**config.mk**
```make
export PLATFORM = sky130hd
export DESIGN_NAME = wb_dual_stage
export DESIGN_NICKNAME = d
export VERILOG_FILES = /design/src/rtl/wb_dual_stage.sv
export SDC_FILE = /design/constraint.sdc
export NUM_CORES = 1
export LEC_CHECK = 0
export BUFFER_PORTS_ARGS = -buffer_cell sky130_fd_sc_hd__buf_2
export CAP_MARGIN = 20
export CORE_AREA = 2 2 234 236
export DETAILED_ROUTE_END_ITERATION = 10
export DIE_AREA = 0 0 236 238
export HOLD_SLACK_MARGIN = 0.12
export SYNTH_ARGS = -nofsm -noshare
export SYNTH_HDL_FRONTEND = slang
export SYNTH_SLANG_ARGS = --single-unit
export TNS_END_PERCENT = 100
```
**constraint.sdc**
```tcl
create_clock -name clk -period 4.35 [get_ports clk]
set_input_delay 0.435 -clock clk [delete_from_list [all_inputs] [get_ports clk]]
set_output_delay 0.435 -clock clk [all_outputs]
set_load 0.005 [all_outputs]
```
**src/rtl/wb_dual_stage.sv**
```systemverilog
`default_nettype none
// ============================================================================
// Module   : wb_dual_stage
// Purpose  : Dual-lane write-back stage. Retires lane 0 then lane 1, drives two
//            GPR write ports and one CSR port, and splits a CSR pair over two cycles.
// Revision : 1.0 - initial release
// ============================================================================
module wb_dual_stage #(
    parameter int ES_TO_WS_BUS_WD = 117,
    parameter int FORWARD_BUS_WD  = 86,
    parameter int CNT_WD          = 64
) (
    input  logic                       clk,
    input  logic                       reset,
    output logic                       ws_ready,
    input  logic [1:0]                 es0_to_ws_valid,
    input  logic [ES_TO_WS_BUS_WD-1:0] es0_to_ws_bus,
    input  logic [1:0]                 es1_to_ws_valid,
    input  logic [ES_TO_WS_BUS_WD-1:0] es1_to_ws_bus,
    output logic                       rf_we0,
    output logic [4:0]                 rf_waddr0,
    output logic [31:0]                rf_wdata0,
    output logic                       rf_we1,
    output logic [4:0]                 rf_waddr1,
    output logic [31:0]                rf_wdata1,
    output logic                       csr_we,
    output logic [13:0]                csr_waddr,
    output logic [31:0]                csr_wdata,
    output logic [FORWARD_BUS_WD-1:0]  forward_data1,
    output logic [FORWARD_BUS_WD-1:0]  forward_data2,
    output logic [CNT_WD-1:0]          retire_cnt
);

    typedef enum logic [0:0] {
        IDLE = 1'b0,
        CSR2 = 1'b1
    } state_t;

    state_t            state_q, state_d;
    logic [13:0]       pend_addr_q, pend_addr_d;
    logic [31:0]       pend_data_q, pend_data_d;
    logic [CNT_WD-1:0] retire_cnt_q, retire_cnt_d;

    // Bundle fields (the pc field is carried for debug only and not consumed here)
    logic        w_csr_wen0, w_csr_wen1, w_gr_we0, w_gr_we1;
    logic [13:0] w_csr_addr0, w_csr_addr1;
    logic [31:0] w_csr_wdata0, w_csr_wdata1, w_result0, w_result1;
    logic [4:0]  w_dest0, w_dest1;

    assign w_csr_wen0   = es0_to_ws_bus[116];
    assign w_csr_addr0  = es0_to_ws_bus[115:102];
    assign w_csr_wdata0 = es0_to_ws_bus[101:70];
    assign w_gr_we0     = es0_to_ws_bus[69];
    assign w_dest0      = es0_to_ws_bus[68:64];
    assign w_result0    = es0_to_ws_bus[63:32];

    assign w_csr_wen1   = es1_to_ws_bus[116];
    assign w_csr_addr1  = es1_to_ws_bus[115:102];
    assign w_csr_wdata1 = es1_to_ws_bus[101:70];
    assign w_gr_we1     = es1_to_ws_bus[69];
    assign w_dest1      = es1_to_ws_bus[68:64];
    assign w_result1    = es1_to_ws_bus[63:32];

    logic w_commit0, w_commit1, w_gr0, w_gr1, w_conflict, w_csr0, w_csr1;

    assign w_commit0  = es0_to_ws_valid[0] & es0_to_ws_valid[1];
    assign w_commit1  = es1_to_ws_valid[0] & es1_to_ws_valid[1];
    assign w_gr0      = w_commit0 & w_gr_we0 & (w_dest0 != 5'd0);
    assign w_gr1      = w_commit1 & w_gr_we1 & (w_dest1 != 5'd0);
    // Younger lane wins a same-register collision
    assign w_conflict = w_gr0 & w_gr1 & (w_dest0 == w_dest1);
    assign w_csr0     = w_commit0 & w_csr_wen0;
    assign w_csr1     = w_commit1 & w_csr_wen1;

    assign rf_waddr0  = w_dest0;
    assign rf_wdata0  = w_result0;
    assign rf_waddr1  = w_dest1;
    assign rf_wdata1  = w_result1;
    assign retire_cnt = retire_cnt_q;

    always_comb begin
        state_d      = state_q;
        pend_addr_d  = pend_addr_q;
        pend_data_d  = pend_data_q;
        retire_cnt_d = retire_cnt_q;
        rf_we0       = 1'b0;
        rf_we1       = 1'b0;
        csr_we       = 1'b0;
        csr_waddr    = w_csr_addr0;
        csr_wdata    = w_csr_wdata0;
        ws_ready     = 1'b1;

        case (state_q)
            IDLE: begin
                rf_we0       = w_gr0 & ~w_conflict;
                rf_we1       = w_gr1;
                retire_cnt_d = retire_cnt_q + {{(CNT_WD-1){1'b0}}, w_commit0}
                                            + {{(CNT_WD-1){1'b0}}, w_commit1};
                if (w_csr0 && w_csr1) begin
                    csr_we      = 1'b1;
                    pend_addr_d = w_csr_addr1;
                    pend_data_d = w_csr_wdata1;
                    ws_ready    = 1'b0;
                    state_d     = CSR2;
                end else if (w_csr0) begin
                    csr_we = 1'b1;
                end else if (w_csr1) begin
                    csr_we    = 1'b1;
                    csr_waddr = w_csr_addr1;
                    csr_wdata = w_csr_wdata1;
                end
            end
            CSR2: begin
                // EXM is still presenting the pair; only the deferred CSR is written
                csr_we    = 1'b1;
                csr_waddr = pend_addr_q;
                csr_wdata = pend_data_q;
                state_d   = IDLE;
            end
            default: state_d = IDLE;
        endcase

        if (reset) begin
            rf_we0   = 1'b0;
            rf_we1   = 1'b0;
            csr_we   = 1'b0;
            ws_ready = 1'b1;
        end
    end

    always_comb begin
        forward_data1 = {w_commit0 & ~reset, w_csr_wen0 & (state_q == IDLE),
                         w_csr_addr0, w_csr_wdata0, w_gr_we0, w_dest0, w_result0};
        forward_data2 = {w_commit1 & ~reset, w_csr_wen1,
                         w_csr_addr1, w_csr_wdata1, w_gr_we1, w_dest1, w_result1};
        if (state_q == CSR2) begin
            forward_data2[84]    = 1'b1;
            forward_data2[83:70] = pend_addr_q;
            forward_data2[69:38] = pend_data_q;
        end
    end

    always_ff @(posedge clk or posedge reset) begin
        if (reset) begin
            state_q      <= IDLE;
            pend_addr_q  <= '0;
            pend_data_q  <= '0;
            retire_cnt_q <= '0;
        end else begin
            state_q      <= state_d;
            pend_addr_q  <= pend_addr_d;
            pend_data_q  <= pend_data_d;
            retire_cnt_q <= retire_cnt_d;
        end
    end

endmodule
`default_nettype wire
```
==> impl_metrics.py <==
metrics = {
    "worst_setup_path": {
        "worstSetupPathType": "primary input to output pin",
        "regToRegSetupSlack_ps": 1600,
        "end_kind": "output pin",
        "timing.rr.end": "retire_cnt[52]",
        "rr_worst_depth": 9,
        "startpoint_type": "primary input",
        "worstReg2RegStart": "retire_cnt[0]",
        "crit_arrival_ps": 2320,
        "required_ps": 3910,
        "path_max_fanout": 53,
    },
    "yosys": {
        "syn_nets": 1143,
        "synth-edff-count": 0,
        "netlist_instances": 901,
        "yosysSeqAreaShare_pct": 35.8,
        "synth_flop_cell": "dfrtp_1",
        "yosysTopAreaCell": "dfrtp_1",
        "synth_top_area_share_pct": 35.8,
        "ys_warn_count": 0,
        "avgSynthCellArea_um2": 8.61,
        "synth_seq_cells": 111,
        "synth_area_leaders": "dfrtp_1 (36%), buf_4 (19%), mux2_2 (6.8%)",
        "async_reset_ff_share_pct": 100,
        "synth_area_um2": 7760,
        "ys_types": 43,
    },
    "route": {
        "detail-route-antenna-nets": 0,
        "drtPass1Iterations": 6,
        "drt_iter0_drc": 296,
        "totalWireLength_mm": 29.2,
        "route.detailed.drc": 0,
        "vias": 6586,
        "routedWlPerCell_um": 16.8,
        "detail_route.vias_per_cell": 3.80,
    },
    "die": {
        "initial_utilization_pct": 14.5,
        "core_area_um2": 53500,
        "dieHeight_um": 238,
        "std_cell_rows": 85,
        "io_pins": 600,
        "dieArea_um2": 56200,
        "fp.dieW_um": 236,
    },
    "placed_design": {
        "io_buffer_count": 343,
        "dp_slack_ps": 1340,
        "gp_congestion": 0.848,
        "dp_hpwl_mm": 23.2,
    },
    "sta": {
        "fmax_mhz": 363,
        "rsz0062_at_grt": "no",
        "period_needed_ps": 2760,
        "max_slew_margin_pct": 41.5,
        "fin_crit_sh_pct": 63.4,
        "worstMarginPinSlew_ps": 877,
        "worst_clock_skew_ps": 10.1,
        "setup_tns_ps": 0,
        "finalMaxSlewViolations": 0,
        "setup-violations-final": 0,
        "layout_setup_ws_ps": 1590,
        "finalHoldViolCount": 0,
    },
    "cts": {
        "cts.clk_slew.worst_paths_ps": 90,
        "cts_buffer_depth": 2,
        "cts_htree_levels": 3,
        "cts_tree": "built",
        "cts_setup_buffers": 0,
        "cts_resized": 0,
        "cts_buffers": 9,
        "root_buffer": "clkbuf_16",
        "cts.sinks": 111,
        "clock_latency_ps": 400,
    },
    "finish": {
        "nets": 1276,
        "n_antenna_cell": 0,
        "drive_above_1_share_pct": 41.4,
        "regArea_um2": 2780,
        "n_fill_cell": 6011,
        "final_cell_mix": "buf_2 (343), dfrtp_1 (110), o21ai_0 (92), nand2_1 (76), nor2_1 (64)",
        "area_growth_pct": 17.9,
        "final_common_cell": "buf_2",
        "multi_input_area_um2": 3190,
    },
    "power_and_ir_drop": {
        "power.density_nw_per_um2": 290,
        "total_power_uw": 2660,
        "peakVddDrop_v": 0.000251,
        "p_leak_uw": 0.00450,
    },
    "worst_hold_path": {
        "min-delay-start": "es1_to_ws_bus[114]",
        "hold-path-cell-count": 2,
        "worstHoldPathType": "primary input to flip-flop",
        "hold_end": "pend_addr_q[12]",
    },
    "grt": {
        "grt_pass1_wl_mm": 41.3,
        "grt_max_degree": 115,
        "grt_pass1_vias": 6230,
        "grt-ovfl-total": 0,
        "antenna_found_initial": 2,
        "grt_util_all_layers_pct": 10.0,
    },
    "outcome": {
        "status": "completed",
    },
    "job": {
        "drv_cap": 0,
    },
}
routing by layer:
layer | part of all wire, % | GRT usage (%)
met3 | 11 | 4.97
met5 | 0 | 0
met2 | 51 | 17.7
met4 | 5.0 | 5.73
met1 | 33 | 9.43
kinds of logic after synthesis:
logic type | count (synthesis) | synth area share (%)
mux | 48 | 6.95
fa+ha+maj | 2 | 0.419
compound gates | 142 | 9.27
xor+xnor | 67 | 7.56
buf+inv | 281 | 23.2
simple gates | 250 | 16.8
flops | 111 | 35.8
synth_stat cells (2+ instances only):
master / count
buf_1: 3
nand4_4: 2
nor4_4: 3
inv_1: 53
nand3_1: 31
dfrtp_1: 111
nor2b_1: 2
a31oi_1: 2
nand2b_1: 3
nor2_1: 64
or4_1: 2
nor4_1: 6
nand2_1: 76
xnor2_1: 43
and3_1: 9
and4_1: 7
nand4_1: 18
o21ai_0: 92
nand3b_1: 2
a21oi_1: 46
xor2_1: 24
clkbuf_1: 22
buf_4: 196
mux2_2: 47
or2_2: 2
nor3_1: 12
buf_2: 7
critical path, stage by stage:
cell and delay, ps:
buf_2 120, nand3_1 140, nand2b_4 580, buf_4 500
a21oi_1 120, o21ai_0 240, buf_2 170
sequential cells by signal, indices dropped and copies added, names as in the netlist:
register and cells:
retire_cnt 64, pend_data_q 32, pend_addr_q 14, state_q 1
report_power, final:
part	total (uW)	switching, uW	internal (uW)	leakage (uW)
registers	1230	82.7	1150	0.00148
clock network	944	471	473	0.000153
logic	483	239	244	0.00286
what timing repair did:
item,4_1_cts,5_1_grt
hold buffers,1,0
hold endpoints to repair,3,0
endpoints found under the setup margin,0,0
worst max-delay path by stage:
stage	slack, ps	endpoint	cells after the start	from
after global placement	1320	retire_cnt[62]	10	es0_to_ws_valid[0]
after floorplan	970	pend_addr_q[0]	1	reset
final	1590	csr_wdata[7]	7	es1_to_ws_valid[0]
after global routing	1360	retire_cnt[58]	9	retire_cnt[0]
after detailed placement	1340	retire_cnt[52]	10	es0_to_ws_valid[0]
after CTS	1540	retire_cnt[52]	9	retire_cnt[0]
layout make-up:
| class | instances | area share [%] |
|---|---|---|
| Clock buffer | 10 | 2.61 |
| Clock inverter | 6 | 0.807 |
| Multi-Input combinational cell | 509 | 34.9 |
| Sequential cell | 111 | 30.4 |
| Tap cell | 696 | 9.52 |
| Timing Repair Buffer | 350 | 19.5 |
| Inverter | 53 | 2.20 |
through the flow:
| stage | cells | area, um^2 | util, % | hold WS [ps] |
|---|---|---|---|---|
| global route | 1735 | 9150 | 17.1 | 251 |
| global placement | 1718 | 8820 | 16.5 | 393 |
| finish | 1735 | 9150 | 17.1 | 279 |
| detailed placement | 1718 | 8820 | 16.5 | 393 |
| floorplan | 901 | 7760 | - | 465 |
| CTS | 1735 | 9150 | 17.1 | 236 |
Power figures use the tool's default switching activity.
